[src/rtl/imem_arb_pkg.sv]
// Shared types and defaults for the instruction-memory arbiter.
// Provides the arbiter state encoding and the byte-to-word address helper.
package imem_arb_pkg;

    localparam int unsigned DEF_ADDR_W  = 6;
    localparam int unsigned DEF_LEN_W   = 7;
    localparam int unsigned DEF_YIELD_N = 8;

    typedef enum logic [1:0] {
        IDLE,
        LOAD,
        DONE
    } arb_state_e;

    // Word index of a byte address; callers truncate to their address width.
    function automatic logic [31:0] word_idx(input logic [31:0] byte_addr);
        return {2'b00, byte_addr[31:2]};
    endfunction

endpackage

[src/rtl/imem_arb.sv]
// Single-port imem arbiter between the fetch stage (reads) and the program loader (bursts).
// Optional fetch yielding during bursts is enabled with `IMEM_ARB_FAIRNESS_EN.
module imem_arb
    import imem_arb_pkg::*;
#(
    parameter int unsigned ADDR_W  = DEF_ADDR_W,
    parameter int unsigned LEN_W   = DEF_LEN_W,
    parameter int unsigned YIELD_N = DEF_YIELD_N
) (
    input  logic              clk,
    input  logic              reset_n,
    input  logic              f_req,
    input  logic [31:0]       f_addr,
    output logic              f_gnt,
    output logic              f_rvalid,
    output logic [31:0]       f_rdata,
    input  logic              l_start,
    input  logic [ADDR_W-1:0] l_base,
    input  logic [LEN_W-1:0]  l_len,
    input  logic              l_wvalid,
    input  logic [31:0]       l_wdata,
    output logic              l_wready,
    output logic              l_busy,
    output logic              l_done,
    output logic              mem_en,
    output logic              mem_we,
    output logic [ADDR_W-1:0] mem_addr,
    output logic [31:0]       mem_wdata,
    input  logic [31:0]       mem_rdata
);

    arb_state_e        state_q, state_d;
    logic [LEN_W-1:0]  cnt_q, cnt_d;
    logic [LEN_W-1:0]  len_q, len_d;
    logic [ADDR_W-1:0] base_q, base_d;
    logic              rvalid_q;

    logic              fetch_ok;
    logic              wr_ok;
    logic              wr_fire;
    logic              yield_now;
    logic              grant;

`ifdef IMEM_ARB_FAIRNESS_EN
    localparam int unsigned YW = $clog2(YIELD_N + 1);
    logic [YW-1:0] yield_q, yield_d;
`else
    logic unused_yield_n;
    assign unused_yield_n = ^YIELD_N;
`endif

    // Access decode shared by next-state and output logic.
    always_comb begin
        fetch_ok  = 1'b0;
        wr_ok     = 1'b0;
        yield_now = 1'b0;
        case (state_q)
            IDLE, DONE: fetch_ok = 1'b1;
            LOAD: begin
`ifdef IMEM_ARB_FAIRNESS_EN
                yield_now = (yield_q == YW'(YIELD_N)) && f_req;
`endif
                wr_ok = (len_q != '0) && !yield_now;
            end
            default: ;
        endcase
        grant   = f_req && (fetch_ok || yield_now);
        wr_fire = wr_ok && l_wvalid;
    end

    always_ff @(posedge clk) begin
        if (!reset_n) begin
            state_q  <= IDLE;
            cnt_q    <= '0;
            len_q    <= '0;
            base_q   <= '0;
            rvalid_q <= 1'b0;
        end else begin
            state_q  <= state_d;
            cnt_q    <= cnt_d;
            len_q    <= len_d;
            base_q   <= base_d;
            rvalid_q <= f_gnt;
        end
    end

    always_comb begin
        state_d = state_q;
        cnt_d   = cnt_q;
        len_d   = len_q;
        base_d  = base_q;
        case (state_q)
            IDLE: begin
                if (l_start) begin
                    base_d  = l_base;
                    len_d   = l_len;
                    cnt_d   = '0;
                    state_d = LOAD;
                end
            end
            LOAD: begin
                if (len_q == '0) begin
                    state_d = DONE;
                end else if (wr_fire) begin
                    cnt_d = cnt_q + LEN_W'(1);
                    if (cnt_q + LEN_W'(1) == len_q) begin
                        state_d = DONE;
                    end
                end
            end
            DONE:    state_d = IDLE;
            default: state_d = IDLE;
        endcase
    end

`ifdef IMEM_ARB_FAIRNESS_EN
    // Saturates at YIELD_N while fetch is idle; clears on a yield or outside LOAD.
    always_comb begin
        yield_d = yield_q;
        if (state_q != LOAD || yield_now) begin
            yield_d = '0;
        end else if (wr_fire && yield_q != YW'(YIELD_N)) begin
            yield_d = yield_q + YW'(1);
        end
    end

    always_ff @(posedge clk) begin
        if (!reset_n) begin
            yield_q <= '0;
        end else begin
            yield_q <= yield_d;
        end
    end
`endif

    // Outputs are forced low while reset is asserted.
    always_comb begin
        f_gnt     = 1'b0;
        l_wready  = 1'b0;
        l_busy    = 1'b0;
        l_done    = 1'b0;
        mem_en    = 1'b0;
        mem_we    = 1'b0;
        mem_addr  = '0;
        mem_wdata = '0;
        if (reset_n) begin
            f_gnt    = grant;
            l_wready = wr_ok;
            l_busy   = (state_q == LOAD);
            l_done   = (state_q == DONE);
            if (wr_fire) begin
                mem_en    = 1'b1;
                mem_we    = 1'b1;
                mem_addr  = base_q + ADDR_W'(cnt_q);
                mem_wdata = l_wdata;
            end else if (grant) begin
                mem_en   = 1'b1;
                mem_addr = ADDR_W'(word_idx(f_addr));
            end
        end
    end

    assign f_rvalid = rvalid_q;
    assign f_rdata  = rvalid_q ? mem_rdata : 32'h0;

endmodule
[config.mk]
export PLATFORM = sky130hd
export DESIGN_NAME = imem_arb
export DESIGN_NICKNAME = d
export VERILOG_FILES = /design/src/rtl/imem_arb_pkg.sv /design/src/rtl/imem_arb.sv
export SDC_FILE = /design/constraint.sdc
export NUM_CORES = 1
export LEC_CHECK = 0
export BUFFER_PORTS_ARGS = -buffer_cell sky130_fd_sc_hd__buf_2
export CORE_MARGIN = 4
export CORE_UTILIZATION = 39
export CTS_CLUSTER_DIAMETER = 30
export DETAILED_ROUTE_END_ITERATION = 12
export PLACE_DENSITY = 0.95
export SYNTH_ARGS = -nofsm -noshare
export SYNTH_HDL_FRONTEND = slang
export SYNTH_SLANG_ARGS = --single-unit
export TNS_END_PERCENT = 5
[constraint.sdc]
create_clock -name clk -period 3.9 [get_ports clk]
set_input_delay 0.195 -clock clk [delete_from_list [all_inputs] [get_ports clk]]
set_output_delay 0.195 -clock clk [all_outputs]
set_load 0.005 [all_outputs]
---- After elaboration in Yosys (flattened, before gate mapping) ----
Cells that the tools add are included.
storage, ports and cells
  flip-flop bits (word level) ............. 23
  input port bits ......................... 114
  word-level logic and storage cells ...... 51
operators by class
  add/subtract/negate cells ............... 2
  eq/ne operators ......................... 8
  mux-type cells .......................... 26
  reduce and logical (&&, ||, !) cells .... 10
operator list
  operator                                                               count
  32-bit 2-to-1 mux                                                      3
  7-bit 2-to-1 mux                                                       3
  6-bit 2-to-1 mux                                                       3
  7-bit case mux with 2 select lines                                     1
  1-bit 2-to-1 mux                                                       11
  2-bit 2-to-1 mux                                                       4
  7-bit by 1-bit adder with 7-bit output, second input constant          1
  7-bit equality test                                                    1
  7-bit zero test                                                        1
  7-bit nonzero test                                                     1
  6-bit adder                                                            1
  2-bit != test, second input constant                                   3
  3-bit != test, second input constant                                   2
  2-bit case mux with 2 select lines                                     1
  4-bit AND reduction                                                    1
  3-bit AND reduction                                                    1
  2-bit by 1-bit equality test with 1-bit output, second input constant  1
  2-bit equality test, second input constant                             1
  1-bit logical AND                                                      2
  2-bit zero test                                                        1
  2-bit AND reduction                                                    1
  2-bit nonzero test                                                     1
  2-bit OR reduction                                                     1

---- Logic depth before layout (Yosys ltp) ----
Gate-level depths: netlist (run 1).
  depth in word-level cells ............... 7
  depth in mapped cells ................... 8
  gate-level depth less buffers ........... 8

---- Worst setup path before layout (run 1) ----
Ideal clock, no wire load.
  path kind ............................... reg-to-output
  start point ............................. register cnt_q[0]
  end point ............................... output mem_addr[4]
  data arrival time ....................... 1.554 ns
  data required time ...................... 3.705 ns
  setup slack ............................. 2.151 ns
  cell stages (with the launch flop) ...... 9
  path buffers ............................ 0
  path through ............................ dfxtp_1 ha_1 inv_1 fa_1 inv_1 a21o_1 a21oi_1 xor2_1 a21oi_1
on the way
  word-level cells in the longest chain between the ends .. 3
ends and longest elaborated chain
  item                    RTL line         RTL
  from (decl)             imem_arb.sv:33   logic [LEN_W-1:0] cnt_q, cnt_d;
  from (signal assigned)  imem_arb.sv:80   cnt_q <= cnt_d;
  6-bit adder             imem_arb.sv:154  mem_addr = base_q + ADDR_W'(cnt_q);
  6-bit 2-to-1 mux        imem_arb.sv:151  if (wr_fire) begin
  6-bit 2-to-1 mux        imem_arb.sv:146  if (reset_n) begin
  to (decl)               imem_arb.sv:27   output logic [ADDR_W-1:0] mem_addr,
Every way passes these cells.

---- Worst setup path after layout (run 1) ----
Ends and elaborated chain as after synthesis.

==> run summary, run 1 <==
clock power share - 24.8%
maximum VDD drop - 0.000161 V
Slowest-stage cell, CP - dfxtp_1
vias - 2,233
Final ANT Viol Nets - 0
Final Util - 58.6%
I/O pin count - 191
Top delay family on crit path - adder cells
Worst Path Max Fanout - 5
TritonCTS Buffers - 3
setup_tns - 0 ns
worst slew pin tran - 0.720 ns
Final Skew - 0.00353 ns
Crit Path Class - flip-flop to output port
Cell Chain, Critical Path - ha_1 > inv_1 > fa_1 > inv_1 > a21o_1 > a21oi_1 > xor2_1 > a21oi_1 > buf_2
Post-CTS Resized - 0
Hold WC Path Type - primary input to flip-flop
number of global-route vias before repair - 2,029
nets - 520
gr usage total - 19.1%
FP Rows - 25
Internal Power - 415 µW
Clock Root Buffer - clkbuf_8
Area Overhead vs Synth - 45.9%
WL/cell - 13.9 µm
Slew HR - 52.0%
sequential cell area fraction in the yosys report - 24.5%
Core ar. - 4690 µm²
gpl congestion - 0.931
CTS tree - built
Final Max Tran Viols - 0
post-CTS setup repair buffer count - 0
cts hold-fix bufs - 0
HPWL after detailed placement - 5.12 mm
Period minus WS final - 2.28 ns
Final Cycle Share - 58.4%
total congestion overflow - 0
clock slew at reported path FFs - 0.08 ns
Cell variety after synth - 43
syn_nets - 370
Sw Share - 31.1%
RSZ-0062 raised after global routing - no
largest net degree at the start of global routing - 59
number of synthesized flops with an enable pin - 0
P_sw - 188 µW
PD cells - 219 nW/µm²
Detailed Route Iter0 Violations - 66
Sequential Power Share - 44.0%
DR pass1 iterations - 4
ys flop type - dfxtp_1
share of cells above drive strength 1 - 44.0%
crit path launch type - flip-flop
htree depth - 1
final-report setup violation count - 0
Synth Warn # - 0
Leak - 0.00165 µW
worst-case clock buffer depth - 2
Final Hold Fails - 0
CP Buf/Inv Count - 3
via/cell ratio - 4.93
FFs w/ async S/R, synth - 0%
DRC - 0
Critical Path AT - 2.08 ns
Avg Cell Area, Syn - 7.56 µm²
FF+latch count, synth - 23
# clock sinks - 23
number of max-cap violations - 0
Routed WL - 6.30 mm
die area - 6000 µm²
Die Span X - 77.5 µm
initial antenna violation count - 1
Critical Path Max Stage Delay - 0.45 ns
Worst Path Required - 3.70 ns
Port Buffers - 164
first-pass GRT wire length - 9.57 mm
Synth Instances - 249
initial core utilization - 40.1%
most common cell after layout, fill and taps aside - buf_2
commonest cells after routing, fill and taps aside - 164 x buf_2, 36 x and2_1, 34 x and3_1, 31 x nand2_1, 23 x dfxtp_1
Fmax - 0.439 GHz
status - completed
die height - 77.5 µm
Post-Synthesis Cell Area - 1880 µm²
clock latency at the later pin of the worst-skew pair - 0.27 ns
CP Capture Type - output port
combinational power share - 31.2%
-- stage by stage --
step / power, µW / std cells / setup WS, ns / area, µm² / hold WS [ns]
final: 603 / 453 / 1.62 / 2750 / 0.152
after global routing: 639 / 453 / 1.47 / 2750 / 0.168
after CTS: 609 / 452 / 1.61 / 2750 / 0.149
after detailed placement: 459 / 448 / 1.92 / 2700 / 0.442
after global placement: 452 / 448 / 1.95 / 2700 / 0.435
after floorplan: 371 / 249 / 2.15 / 1880 / 0.330
-- routing by layer --
layer | vias up | track usage (%) | wire [µm]
met5 | - | 0 | 0
met4 | 0 | 6.76 | 197
met3 | 17 | 4.41 | 444
met2 | 97 | 34.4 | 3190
met1 | 977 | 22.0 | 2470
li1 | 1142 | - | -
-- logic make-up after synthesis --
kind of cell | Yosys count | share of synthesized area (%)
AO/OA/AOI/OAI | 52 | 18.3
XOR/XNOR | 14 | 6.51
buffers and inverters | 26 | 5.85
flip-flops | 23 | 24.5
AND/OR/NAND/NOR | 126 | 39.3
multiplexers | 1 | 0.532
adder cells (fa/ha/maj) | 7 | 5.05
-- Yosys cell counts (3+ instances only) --
cell type	number	area (µm²)
nand2_1	31	116
buf_2	7	35.0
inv_1	5	18.8
xor2_1	6	52.6
a21oi_1	22	110
nand2b_1	3	18.8
a21boi_0	3	22.5
nor2_1	4	15.0
and2_1	36	225
nor2b_1	3	18.8
xnor2_1	8	70.1
ha_1	6	75.1
and3_1	34	213
clkbuf_1	12	45.0
o21ai_0	3	15.0
dfxtp_1	23	460
and3b_1	4	35.0
a21boi_1	11	82.6
nor3b_1	3	22.5
-- state kept, by name (all words and copies together), names as in the netlist --
register  flops
f_rvalid      1
state_q       2
base_q        6
len_q         7
cnt_q         7
-- path summary, 6_finish.rpt --
kind / to / cells after the start / slack [ns] / start
setup reg to reg: cnt_q[6] / 6 / 2.00 / state_q[0]
setup / recovery: mem_addr[4] / 9 / 1.62 / cnt_q[0]
hold reg to reg: base_q[4] / 2 / 0.47 / base_q[4]
hold / removal: base_q[4] / 3 / 0.15 / l_base[4]
-- power groups by stage --
stage               sequential (µW)  combinational (µW)  clock [µW]
floorplan                       264                 107           0
global placement                269                 182           0
detailed placement              271                 188           0
CTS                             265                 189         154
global route                    268                 209         162
finish                          265                 188         150
-- area by class of cell --
class                   count  area [µm²]
inverters                   6        22.5
well taps                  54        67.6
repair buffers            165         828
diodes                      1        2.50
clock inverters             1        5.00
flip-flops and latches     23         460
fillers                   423        1940
multi-input cells         200        1320
clock buffers               3        41.3
-- worst min-delay path, stage by stage --
cell and delay, ns:
buf_2 0.09, nand2_1 0.04, a21boi_1 0.05
(Power assumes the default switching activity.)
==> run 2, diff against run 1 <==
--- a/config.mk
+++ b/config.mk
@@ -5,12 +5,13 @@
 export SDC_FILE = /design/constraint.sdc
 export NUM_CORES = 1
 export LEC_CHECK = 0
+export ABC_AREA = 1
 export BUFFER_PORTS_ARGS = -buffer_cell sky130_fd_sc_hd__buf_2
 export CORE_MARGIN = 4
-export CORE_UTILIZATION = 39
+export CORE_UTILIZATION = 34
 export CTS_CLUSTER_DIAMETER = 30
 export DETAILED_ROUTE_END_ITERATION = 12
-export PLACE_DENSITY = 0.95
+export PLACE_DENSITY = 0.87
 export SYNTH_ARGS = -nofsm -noshare
 export SYNTH_HDL_FRONTEND = slang
 export SYNTH_SLANG_ARGS = --single-unit
==> constraint.sdc (replaced) <==
create_clock -name clk -period 2 [get_ports clk]
set_input_delay 0.1 -clock clk [delete_from_list [all_inputs] [get_ports clk]]
set_output_delay 0.1 -clock clk [all_outputs]
set_load 0.005 [all_outputs]
==> run 2 against run 1 <==
Compared with the run above: sequential power up 110%; synthesized cell count up 42%; combinational power rose to 3.1 times the previous value.
==> run summary, run 2 <==
final-report setup violation count - 0 (unchanged)
die area - 7460 µm² (+24%)
nets - 642 (+23%)
Final Hold Fails - 0 (unchanged)
gpl congestion - 0.937 (+0.60%)
most common library cells after synthesis - 95 x inv_1, 75 x nand2_1, 41 x nor2_1
maximum VDD drop - 0.000469 V (+190%)
Cell variety after synth - 29 (-33%)
Post-Layout Cell Count - 595 (+31%)
Clock Root Buffer - clkbuf_8
Leak - 0.00211 µW (+28%)
total congestion overflow - 0 (unchanged)
CP Buf/Inv Count - 2 (-1)
Sequential Power Share - 38.9% (-5.1 points)
Worst Path Max Fanout - 2 (-3)
met2 Use GR - 33.6% (-0.78 points)
top flop regs - cnt_q x7, len_q x7, base_q x6
CP Capture Type - output port
area leader, netlist - dfxtp_1
Critical Path AT - 1.89 ns (-0.19 ns)
Worst Path Required - 1.90 ns (-1.80 ns)
Final ANT Viol Nets - 0 (unchanged)
worst slew pin tran - 0.658 ns (-0.0617 ns)
number of global-route vias before repair - 2,233 (+10%)
n_diodes - 0 (-1)
Period minus WS final - 1.99 ns
sequential cell area fraction in the yosys report - 22.1% (-2.4 points)
ys flop type - dfxtp_1
Post-Synthesis Cell Area - 2090 µm² (+11%)
Tot Pwr - 1420 µW (+140%)
crit path launch type - flip-flop
Avg Cell Area, Syn - 5.91 µm² (-22%)
I/O pin count - 191 (unchanged)
P_sw - 513 µW (+170%)
Final Cycle Share - 99.6%
Crit Path Class - flip-flop to output port
Synth Warn # - 0 (unchanged)
Placed Cells - 587 (+31%)
share of the synthesized area in the top cell type - 22.1% (-2.4 points)
Core ar. - 5960 µm² (+27%)
combinational power share - 40.9% (+9.7 points)
clock latency at the later pin of the worst-skew pair - 0.27 ns (about the same)
# clock sinks - 23 (unchanged)
Port Buffers - 164 (unchanged)
Synth Instances - 353 (+42%)
FF+latch count, synth - 23 (unchanged)
vias - 2,557 (+15%)
DR pass1 iterations - 4 (unchanged)
Detailed Route Iter0 Violations - 75 (+14%)
most common cell after layout, fill and taps aside - buf_2
grt met3 use - 2.95% (-1.5 points)
Sw Share - 36.2% (+5.1 points)
Hold WC Path Type - primary input to flip-flop
syn_nets - 474 (+28%)
TritonCTS Buffers - 3 (unchanged)
first-pass GRT wire length - 10.3 mm (+7.4%)
clock slew at reported path FFs - 0.07 ns (about the same)
hold_ws - 0.0813 ns (-0.0708 ns)
initial core utilization - 35.0% (-5.1 points)
PD cells - 457 nW/µm² (+110%)
Slowest-stage cell, CP - fa_2
top-count cell post-synth - inv_1
die height - 86.3 µm (+11%)
setup_tns - 0 ns (unchanged)
Cell Chain, Critical Path - ha_4 > inv_2 > fa_2 > nor2_1 > o21ai_1 > a21oi_1 > nor3_2 > a21oi_1 > buf_2
number of max-cap violations - 0 (unchanged)
Area Overhead vs Synth - 48.6%
Routed WL - 6.98 mm (+11%)
status - completed
DRC - 0 (unchanged)
Final Max Tran Viols - 0 (unchanged)
FFs w/ async S/R, synth - 0% (unchanged)
CTS tree - built
Worst path most repeated cell - a21oi_1
via/cell ratio - 4.30 (-13%)
RSZ-0062 raised after global routing - yes
htree depth - 1 (unchanged)
Critical Path Max Stage Delay - 0.40 ns (-0.05 ns)
largest net degree at the start of global routing - 34 (-42%)
number of synthesized flops with an enable pin - 0 (unchanged)
Fmax - 0.502 GHz
FP Rows - 28 (+12%)
Final Util - 52.1% (-6.5 points)
GRT met1 Usage - 18.1% (-3.9 points)
Slew HR - 56.0% (+4.0 points)
top post-synthesis cells by area - dfxtp_1 22%, inv_1 17%, nand2_1 13%, nor2_4 7.6%, nor2_1 7.4%
Top delay family on crit path - adder cells
worst-case clock buffer depth - 2 (unchanged)
Die Span X - 86.3 µm (+11%)
GR peak layer - met2
Internal Power - 904 µW (+120%)
HPWL after detailed placement - 5.95 mm (+16%)
gr usage total - 17.1% (-2.0 points)
commonest cells after routing, fill and taps aside - 164 x buf_2, 93 x inv_1, 75 x nand2_1, 39 x nor2_1, 21 x o21ai_0
share of cells above drive strength 1 - 43.1% (-0.89 points)
Final Skew - 0.00394 ns (+0.000415 ns)
WL/cell - 11.7 µm (-16%)
clock power share - 20.3% (-4.5 points)
initial antenna violation count - 0 (-1)
-- run 2: cell count changes after synthesis, moves of 9 or more --
cell,before,now
and2_1,36,0
inv_1,5,95
nand2_1,31,75
nor2_1,4,41
a21boi_1,11,0
o21ai_0,3,22
nor2_4,0,14
nand3_1,1,15
and3_1,34,1
nor2_2,1,10
-- run 2: worst register-to-register path, delay by kind of cell (launching register included) --
family	cells	cell delay, ns
compound gates	2	0.23
fa+ha+maj	1	0.32
buf+inv	2	0.27
flops	1	0.34
simple gates	6	0.51
-- run 2: kinds of logic (layout without fill, tap and decap cells) --
| kind of cell | after synthesis | after routing | share of synthesized area, % |
|---|---|---|---|
| compound gates | 44 | 44 | 10.9 |
| xor+xnor | 4 | 4 | 1.68 |
| fa+ha+maj | 7 | 7 | 4.56 |
| buf+inv | 110 | 277 | 22.2 |
| flops | 23 | 23 | 22.1 |
| simple gates | 165 | 165 | 38.6 |
-- run 2: timing repair --
action                                  CTS  global route
setup buffers                             0             4
endpoints found under the setup margin    2            23
pin swaps                                 0             8
gates cloned                              0             0
resized for setup                         4            16
hold buffers                              0             0
hold endpoints to repair                  0             0
-- run 2: worst paths after layout --
kind | from | to | slack [ns] | depth (start not counted)
max | base_q[0] | mem_addr[4] | 0.009 | 9
min | l_len[3] | len_q[3] | 0.08 | 3
max reg2reg | cnt_q[0] | state_q[0] | 0.20 | 11
min reg2reg | cnt_q[6] | cnt_q[6] | 0.47 | 2
-- run 2: power groups by stage --
stage	Clock [µW]	Combinational, µW	Sequential, µW
floorplan	0	335	545
global placement	0	529	551
detailed placement	0	550	553
CTS	292	555	544
global route	311	652	555
finish	287	580	551
-- run 2: area by class of cell --
type | instances | area [µm²]
inverter | 99 | 372
clock buffer | 4 | 45.0
timing repair buffer | 174 | 912
fill | 596 | 2860
tap | 75 | 93.8
multi-input combinational | 220 | 1210
sequential | 23 | 465
-- run 2: metrics by stage --
stage          setup slack [ns]  area [µm²]
6_report                0.00863        3100
3_5_place_dp              0.206        2960
5_1_grt                  -0.118        3100
3_3_place_gp              0.260        2960
2_1_floorplan             0.353        2090
4_1_cts                 0.00763        3010
-- run 2: layer usage --
metal / vias up / part of all wire (%)
met3: 13 / 9.1
li1: 1359 / -
met2: 105 / 52
met4: 0 / 1.7
met5: - / 0
met1: 1080 / 37
